--- config.mk ---
export PLATFORM = sky130hd
export DESIGN_NAME = muldiv_sequencer
export DESIGN_NICKNAME = d
export VERILOG_FILES = /design/src/rtl/muldiv_sequencer.sv
export SDC_FILE = /design/constraint.sdc
export NUM_CORES = 1
export LEC_CHECK = 0
export ABC_AREA = 0
export CORE_MARGIN = 1
export CORE_UTILIZATION = 41
export DETAILED_ROUTE_END_ITERATION = 7
export MAX_ROUTING_LAYER = met4
export SLEW_MARGIN = 20
export SYNTH_ARGS = -nofsm -noshare
export SYNTH_HDL_FRONTEND = slang
export SYNTH_SLANG_ARGS = --single-unit
--- constraint.sdc ---
create_clock -name clk -period 7.3 [get_ports clk]
set_clock_uncertainty 0.05 [all_clocks]
set_input_delay 1.46 -clock clk [delete_from_list [all_inputs] [get_ports clk]]
set_output_delay 1.46 -clock clk [all_outputs]
set_load 0.03 [all_outputs]
--- src/rtl/muldiv_sequencer.sv ---
// Iterative RV32M multiply/divide unit with its execute-stage controller.
// One accepted op stalls the pipeline while a 32-step shift-add multiplier
// or restoring divider runs; the result is presented in the DONE cycle,
// which is also the cycle the stall drops.
module muldiv_sequencer #(
  parameter int XLEN = 32,
  parameter int ITER = 32
) (
  input  logic            clk,
  input  logic            rst_n,
  input  logic            start,
  input  logic [2:0]      funct3,
  input  logic [XLEN-1:0] operand_a,
  input  logic [XLEN-1:0] operand_b,
  input  logic            flush,
  output logic            stall,
  output logic            result_valid,
  output logic [XLEN-1:0] result,
  output logic            busy
);

  localparam int CW = (ITER > 1) ? $clog2(ITER) : 1;
  localparam logic [XLEN-1:0] MIN_NEG = {1'b1, {(XLEN-1){1'b0}}};
  localparam logic [XLEN-1:0] ALL_ONES = {XLEN{1'b1}};

  typedef enum logic [1:0] {IDLE, BUSY, DONE} state_e;

  state_e          state_q, state_d;
  logic [CW-1:0]   cnt_q, cnt_d;
  logic [XLEN-1:0] hi_q, hi_d;
  logic [XLEN-1:0] lo_q, lo_d;
  logic [XLEN-1:0] dvs_q, dvs_d;
  logic [XLEN-1:0] result_q, result_d;
  logic [2:0]      op_q, op_d;
  logic            neg_q, neg_d;
  logic            neg_rem_q, neg_rem_d;

  // Operand decode for the op waiting in execute.
  logic            in_is_div;
  logic            in_a_signed;
  logic            in_b_signed;
  logic            in_a_neg;
  logic            in_b_neg;
  logic [XLEN-1:0] in_a_mag;
  logic [XLEN-1:0] in_b_mag;
  logic            in_div_zero;
  logic            in_div_ovf;
  logic            in_special;
  logic [XLEN-1:0] in_special_res;

  // One iteration of either datapath, plus the result that iteration would finish.
  logic [XLEN:0]     mul_sum;
  logic [XLEN:0]     div_shifted;
  logic              div_ge;
  logic [XLEN-1:0]   hi_step;
  logic [XLEN-1:0]   lo_step;
  logic [2*XLEN-1:0] product;
  logic [2*XLEN-1:0] product_s;
  logic [XLEN-1:0]   quotient_s;
  logic [XLEN-1:0]   remainder_s;
  logic [XLEN-1:0]   final_res;

  // Decode signedness, magnitudes and the single-cycle special cases.
  always_comb begin
    in_is_div      = funct3[2];
    in_a_signed    = in_is_div ? ~funct3[0] : (funct3 == 3'd1 || funct3 == 3'd2);
    in_b_signed    = in_is_div ? ~funct3[0] : (funct3 == 3'd1);
    in_a_neg       = in_a_signed & operand_a[XLEN-1];
    in_b_neg       = in_b_signed & operand_b[XLEN-1];
    in_a_mag       = in_a_neg ? -operand_a : operand_a;
    in_b_mag       = in_b_neg ? -operand_b : operand_b;
    in_div_zero    = in_is_div && (operand_b == '0);
    in_div_ovf     = in_is_div && ~funct3[0] && (operand_a == MIN_NEG) && (operand_b == ALL_ONES);
    in_special     = in_div_zero || in_div_ovf;
    in_special_res = '0;
    if (in_div_zero) begin
      in_special_res = funct3[1] ? operand_a : ALL_ONES;
    end else if (in_div_ovf) begin
      in_special_res = funct3[1] ? '0 : MIN_NEG;
    end
  end

  // Single shift-add or restoring-divide step and sign fix-up of the finished value.
  always_comb begin
    mul_sum     = {1'b0, hi_q} + (lo_q[0] ? {1'b0, dvs_q} : '0);
    div_shifted = {hi_q, lo_q[XLEN-1]};
    div_ge      = div_shifted >= {1'b0, dvs_q};
    if (op_q[2]) begin
      hi_step = div_ge ? (div_shifted[XLEN-1:0] - dvs_q) : div_shifted[XLEN-1:0];
      lo_step = {lo_q[XLEN-2:0], div_ge};
    end else begin
      hi_step = mul_sum[XLEN:1];
      lo_step = {mul_sum[0], lo_q[XLEN-1:1]};
    end
    product     = {hi_step, lo_step};
    product_s   = neg_q ? -product : product;
    quotient_s  = neg_q ? -lo_step : lo_step;
    remainder_s = neg_rem_q ? -hi_step : hi_step;
    if (op_q[2]) begin
      final_res = op_q[1] ? remainder_s : quotient_s;
    end else begin
      final_res = (op_q == 3'd0) ? product_s[XLEN-1:0] : product_s[2*XLEN-1:XLEN];
    end
  end

  // Next-state, datapath load/step and stall/handshake outputs.
  always_comb begin
    state_d   = state_q;
    cnt_d     = cnt_q;
    hi_d      = hi_q;
    lo_d      = lo_q;
    dvs_d     = dvs_q;
    op_d      = op_q;
    neg_d     = neg_q;
    neg_rem_d = neg_rem_q;
    result_d  = result_q;
    unique case (state_q)
      IDLE: begin
        if (start && !flush) begin
          op_d      = funct3;
          neg_d     = in_a_neg ^ in_b_neg;
          neg_rem_d = in_a_neg;
          hi_d      = '0;
          lo_d      = in_is_div ? in_a_mag : in_b_mag;
          dvs_d     = in_is_div ? in_b_mag : in_a_mag;
          cnt_d     = '0;
          if (in_special) begin
            result_d = in_special_res;
            state_d  = DONE;
          end else begin
            state_d  = BUSY;
          end
        end
      end
      BUSY: begin
        if (flush) begin
          state_d = IDLE;
          cnt_d   = '0;
        end else begin
          hi_d = hi_step;
          lo_d = lo_step;
          if (cnt_q == CW'(ITER - 1)) begin
            cnt_d    = '0;
            result_d = final_res;
            state_d  = DONE;
          end else begin
            cnt_d = cnt_q + CW'(1);
          end
        end
      end
      DONE: begin
        state_d = IDLE;
      end
      default: begin
        state_d = IDLE;
      end
    endcase
    stall        = ((state_q == IDLE) && start && !flush) || (state_q == BUSY);
    result_valid = (state_q == DONE);
    busy         = (state_q != IDLE);
    result       = result_q;
  end

  // State and datapath registers, cleared immediately by reset.
  always_ff @(posedge clk or negedge rst_n) begin
    if (!rst_n) begin
      state_q   <= IDLE;
      cnt_q     <= '0;
      hi_q      <= '0;
      lo_q      <= '0;
      dvs_q     <= '0;
      op_q      <= '0;
      neg_q     <= 1'b0;
      neg_rem_q <= 1'b0;
      result_q  <= '0;
    end else begin
      state_q   <= state_d;
      cnt_q     <= cnt_d;
      hi_q      <= hi_d;
      lo_q      <= lo_d;
      dvs_q     <= dvs_d;
      op_q      <= op_d;
      neg_q     <= neg_d;
      neg_rem_q <= neg_rem_d;
      result_q  <= result_d;
    end
  end

endmodule

== Word level (Yosys, flattened, before mapping) ==
Index checks and enable logic that the tools add are counted.

* Multiply operators: 0
* $lt $le $gt $ge: 1
* Add/subtract/negate cells: 8
* Bitwise operators: 4
* Equality and inequality tests: 12
* Shift-type cells: 0
* Reduce and logical (&&, ||, !) cells: 21
* Divide/modulo/power cells: 0
* Mux-type cells: 40

{| class="wikitable"
|+ Operator list
! operator !! number
|-
| $mux 32 || 25
|-
| $pmux 32 s2 || 3
|-
| $neg 32->32 || 4
|-
| $eq 32x32->1 const B || 2
|-
| $mux 64 || 1
|-
| $neg 64->64 || 1
|-
| $add 32x32->33 || 1
|-
| $ge 33x32->1 || 1
|-
| $logic_not 32->1 || 1
|-
| $sub 32x32->32 || 1
|-
| $mux 5 || 3
|-
| $pmux 5 s2 || 1
|-
| $mux 2 || 4
|-
| $ne 2x2->1 const B || 4
|-
| $logic_and 1x1->1 || 7
|-
| $reduce_and 2->1 || 3
|-
| $add 5x1->5 const B || 1
|-
| $eq 5x5->1 const B || 1
|-
| $reduce_and 5->1 || 1
|-
| $pmux 2 s2 || 1
|-
| $reduce_bool 2->1 || 2
|-
| $eq 3x1->1 const B || 1
|-
| $eq 3x2->1 const B || 1
|-
| $logic_not 3->1 || 1
|-
| 11 further kinds || 15
|}

* Bits in latches: 0
* Memories: 0
* ROM bits: 0
* Bits in registers: 140
* Output and inout port bits: 35
* Word-level logic and storage cells: 95
* Bits of input ports: 71
* Bits in writable memories: 0

== Longest topological paths before layout ==
* Word-level depth: 10
* Mapped depth: 24
* Mapped depth without buffers: 22

== Least setup slack after synthesis ==
Ideal clock, no wire load.

* Path type: register -> register
* Start: register hi_q[17]
* End: register result_q[28], in the netlist result[28]
* Clock period less this slack: 5.051 ns
* Setup time: 0.132 ns
* Cell stages (with the launch flop): 23
* Data required time: 7.118 ns
* Path buffers: 2
* Arrival: 4.869 ns
* Setup slack: 2.249 ns
* Cells stage by stage: dfrtp_1 ha_1 buf_2 a21oi_1 o21ai_0 nand2_1 nand4_2 buf_2 o21ai_0 a21boi_0 ha_1 nor3b_1 o221ai_1 or2_1 or3_1 nor3_1 nand3_1 inv_1 nand4_1 o31ai_4 xor2_1 a211oi_1 a211oi_2

* Cells in the longest elaborated chain, start to end: 10
* Elaborated cells on any way between the ends: 18
* Those cells by class: add/sub: 5; order compare: 1; mux: 12

{| class="wikitable"
|+ Ends and longest elaborated chain
! what !! RTL line !! source
|-
| from (decl) || 30 || <nowiki>logic [XLEN-1:0] hi_q, hi_d;</nowiki>
|-
| from (signal assigned) || 179 || <nowiki>hi_q <= hi_d;</nowiki>
|-
| $sub 32x32->32 or $ge 33x32->1 (tied branches) || 89, 87 ||
|-
| $mux 32 || 89 || <nowiki>hi_step = div_ge ? (div_shifted[XLEN-1:0] - dvs_q) : div_shifted[XLEN-1:0];</nowiki>
|-
| $mux 32 || 88 || <nowiki>if (op_q[2]) begin</nowiki>
|-
| $neg 64->64 or $neg 32->32 (tied branches) || 96, 98 ||
|-
| $mux 64 or $mux 32 (tied branches) || 96, 98 ||
|-
| $mux 32 (on tied branches) || 102, 100 ||
|-
| $mux 32 (*) || 99 || <nowiki>if (op_q[2]) begin</nowiki>
|-
| $mux 32 (*) || 142 || <nowiki>if (cnt_q == CW'(ITER - 1)) begin</nowiki>
|-
| $mux 32 (*) || 136 || <nowiki>if (flush) begin</nowiki>
|-
| $pmux 32 s2 (*) || 117 || <nowiki>unique case (state_q)</nowiki>
|-
| to (signal assigned) || 185 || <nowiki>result_q <= result_d;</nowiki>
|-
| to (decl) || 33 || <nowiki>logic [XLEN-1:0] result_q, result_d;</nowiki>
|}

Mark *: on every way between the ends. The rest lies on a longest branch, timed or not. The select of a mux whose other input is x is not followed.
A chain may end at the register's enable or synchronous reset.

== Worst setup path in the final report ==
* Start: register lo_q[0]
* End: register result_q[29], in the netlist result[29]

* Cells in the longest elaborated chain, start to end: 10
* Elaborated cells on any way between the ends: 16
* Those cells by class: add/sub: 4; mux: 12

{| class="wikitable"
|+ Ends and longest elaborated chain
! what !! RTL line !! source
|-
| from (decl) || 31 || <nowiki>logic [XLEN-1:0] lo_q, lo_d;</nowiki>
|-
| from (signal assigned) || 180 || <nowiki>lo_q <= lo_d;</nowiki>
|-
| $mux 32 || 85 || <nowiki>mul_sum = {1'b0, hi_q} + (lo_q[0] ? {1'b0, dvs_q} : '0);</nowiki>
|-
| $add 32x32->33 || 85 ||
|-
| $mux 32 || 88 ||
|-
| $neg 64->64 or $neg 32->32 (tied branches) || 96, 98 ||
|-
| $mux 64 or $mux 32 (tied branches) || 96, 98 ||
|-
| $mux 32 (on tied branches) || 102, 100 ||
|-
| $mux 32 (*) || 99 ||
|-
| $mux 32 (*) || 142 ||
|-
| $mux 32 (*) || 136 ||
|-
| $pmux 32 s2 (*) || 117 ||
|}

Marks and branches as above.

==> out/qor.yml <==
clock_network:
  clkTransAtPathRegs_ns: 0.07
  cts_hold_buf: 0
  cts_buffers: 17
  clock_latency_ns: 0.50
  cts.repair.resized: 0
  root_buffer: "clkbuf_16"
  clockBufferDepth: 2
  cts_tree: "done"
  cts_htree_levels: 4
  cts_setup_buffers: 0
  cts.sinks: 140
die:
  io_pins: 106
  die_area_um2: 40940
  rows: 73
  chipHeight_um: 202.3
  core_region_area_um2: 39640
  die_w_um: 202.3
  start_util_pct: 41.51
pwr:
  p_per_area_nw_per_um2: 503.3
  ir_drop_uv: 223.8
  combPwrFrac_pct: 73.8
  netSwitchingFraction_pct: 57.97
  p_int_w: 0.003922
  p_leak_nw: 7.247
  p_sw_w: 0.005409
  power.share.clock_pct: 10.2
  seq_power_share_pct: 16.0
synthesis:
  synthAdderAreaFrac_pct: 5.642
  synth_top_area_share_pct: 21.29
  synth.distinct_cells: 107
  synthCells: 2251
  synthesis.nets: 2395
  synth_seq_cells: 140
  seq_area_frac_synth_pct: 21.29
  synth_mux_area_share_pct: 3.650
  synth_xor_area_share_pct: 9.474
  synth-async-reset-ratio_pct: 100.0
  syn_area_per_cell_um2: 7.310
  synth_top_family_by_area: "compound AO/OA/AOI/OAI gates"
  yosysWarnings: 0
  synth_compound_area_share_pct: 30.65
  synth_simple_gate_area_share_pct: 23.89
  synth.largest_area_cell: "dfrtp_1"
  yosys_most_used_dff: "dfrtp_1"
  synth_edf_count: 0
  synth.cell_area_um2: 16460
  synth.top_cells.by_area: "dfrtp_1 21%, o21ai_0 7.5%, nand2_1 6.2%, xnor2_1 5.9%, a21oi_1 5.7%"
hold_path:
  hold_path_class: "flip-flop to flip-flop"
  hold_depth: 2
drt:
  dr_total_vias: 18370
  post_drt_wl_per_cell_um: 27.75
  vias_per_cell: 6.516
  drtAntennaViolNets: 0
  drt_iter0_drc: 2436
  drc: 2
  first_pass_iters: 8
  routed_wl_mm: 78.23
outcome:
  violations: "design-rule violations"
  status: "finished with violations"
sta:
  maxSlewHeadroom_pct: 32.38
  rsz0062_at_grt: "false"
  maxSlewViolCount: 0
  setup_viol: 0
  fmax_mhz: 165.6
  post-route-period-util_pct: 82.70
  finalCriticalPeriod_ns: 6.037
  max_slew.worst_pin.slew_ns: 1.013
  hold_viol: 0
  setup_tns_ns: 0
critical_path:
  cp-end-kind: "flip-flop"
  reg2regPathDepth: 19
  worstSetupStartpointType: "flip-flop"
  critPathRequiredTime_ns: 7.67
  arrival_ns: 6.40
  crit_type: "flip-flop to flip-flop"
  crit_fanout: 21
layout:
  final_common_cell: "nand2_1"
  mostFrequentLayoutCells: "270 x nand2_1, 245 x o21ai_0, 188 x a21oi_1, 185 x nor2_1, 138 x dfrtp_1"
  final_layout_size_suffix_gt1_share_pct: 6.236
  nNetsFinal: 2425
  design_area_um2: 18540
  syn_to_final_growth_pct: 12.67
place:
  gp_congestion: 1.025
  port_buffers: 105
  dp_hpwl_mm: 61.53
  placed_cell_area_um2: 17930
global_route:
  grt_max_degree: 107
  grt_pass1_vias: 16660
  antenna_found_initial: 2
  gr-usage-all-layers_pct: 39.30
  gr-total-overflow: 0
  grt_pass1_wl_mm: 114.8
flow_run:
  maxCapViolCount: 0
-- per-layer routing --
metal,vias to the layer above,wire (µm),GRT usage [%],share of wire (%)
met3,127,6871,7.788,8.8
met5,-,0,-,0
li1,8327,-,-,-
met2,948,32710,55.06,42
met1,8968,35740,55.64,46
met4,0,2912,13.35,3.7
-- cells by family after synthesis --
family | after synthesis
xor+xnor | 178
compound gates | 784
buf+inv | 213
flops | 140
simple gates | 804
mux | 59
fa+ha+maj | 73
-- cell type report --
class / count / area, µm²
multi-input cells: 1898 / 12080
fillers: 4088 / 21100
repair buffers: 152 / 1413
well taps: 525 / 656.9
clock inverters: 10 / 138.9
clock buffers: 21 / 470.5
flip-flops and latches: 140 / 3508
diodes: 1 / 2.502
inverters: 72 / 270.3
-- synth_stat cells (all sizes together), types with 35 or more instances --
| library cell | instances |
|---|---|
| o21ai | 262 |
| clkbuf | 91 |
| a31oi | 35 |
| xnor2 | 110 |
| dfrtp | 140 |
| xor2 | 68 |
| nand2 | 272 |
| o211ai | 36 |
| inv | 71 |
| buf | 50 |
| nor2 | 187 |
| nand3 | 56 |
| nor3 | 64 |
| ha | 71 |
| mux2i | 51 |
| a21oi | 191 |
| and2 | 45 |
-- registers in the layout, summed over array words and instances (netlist names) --
name,count
op_q,3
result,32
hi_q,32
cnt_q,5
lo_q,32
dvs_q,32
neg_q,1
neg_rem_q,1
state_q,2
-- worst paths after layout --
path,start,endpoint,slack (ns)
max,lo_q[0]$_DFFE_PN0P_,result[29]$_DFFE_PN0P_,1.26
min,neg_q$_DFFE_PN0P_,neg_q$_DFFE_PN0P_,0.44
max reg2reg,lo_q[0]$_DFFE_PN0P_,result[29]$_DFFE_PN0P_,1.26
min reg2reg,neg_q$_DFFE_PN0P_,neg_q$_DFFE_PN0P_,0.44
max in group asynchronous,rst_n,lo_q[27]$_DFFE_PN0P_,4.86
min in group asynchronous,rst_n,hi_q[19]$_DFFE_PN0P_,0.98
-- stage by stage --
stage | cells | hold slack [ns] | utilization, % | worst slack [ns] | total power (W)
6_report | 2819 | 0.4434 | 46.77 | 1.263 | 0.009331
5_1_grt | 2819 | 0.4677 | 46.77 | 0.9549 | 0.009797
4_1_cts | 2818 | 0.4428 | 46.76 | 1.463 | 0.009134
3_5_place_dp | 2787 | 0.4294 | 45.22 | 1.495 | 0.008148
3_3_place_gp | 2787 | 0.4234 | 45.22 | 1.609 | 0.008163
2_1_floorplan | 2251 | 0.4139 | - | 2.249 | 0.005685
-- power groups by stage --
stage	logic [W]	clock network [W]	registers, W
6_report	0.00688	0.000951	0.00150
5_1_grt	0.00728	0.000984	0.00153
4_1_cts	0.00670	0.000961	0.00148
3_5_place_dp	0.00666	0	0.00148
3_3_place_gp	0.00668	0	0.00148
2_1_floorplan	0.00421	0	0.00148
-- worst max-delay path: stages, from the launching register on --
cell and delay, ns:
dfrtp_1 0.88, and2_1 0.23, ha_1 0.19, inv_1 0.07, fa_1 0.40, nand2b_1 0.18, a21oi_1 0.43, o21a_1 0.44
nor2_1 0.10, xnor2_1 0.16, buf_4 0.18, a2bb2oi_1 0.16, nor2_1 0.53, nand4bb_1 0.43, buf_4 0.29, nor4_2 0.46
nand2_1 0.14, mux2i_1 0.14, a211o_1 0.29, a31oi_1 0.18
Power figures use the tool's default switching activity.
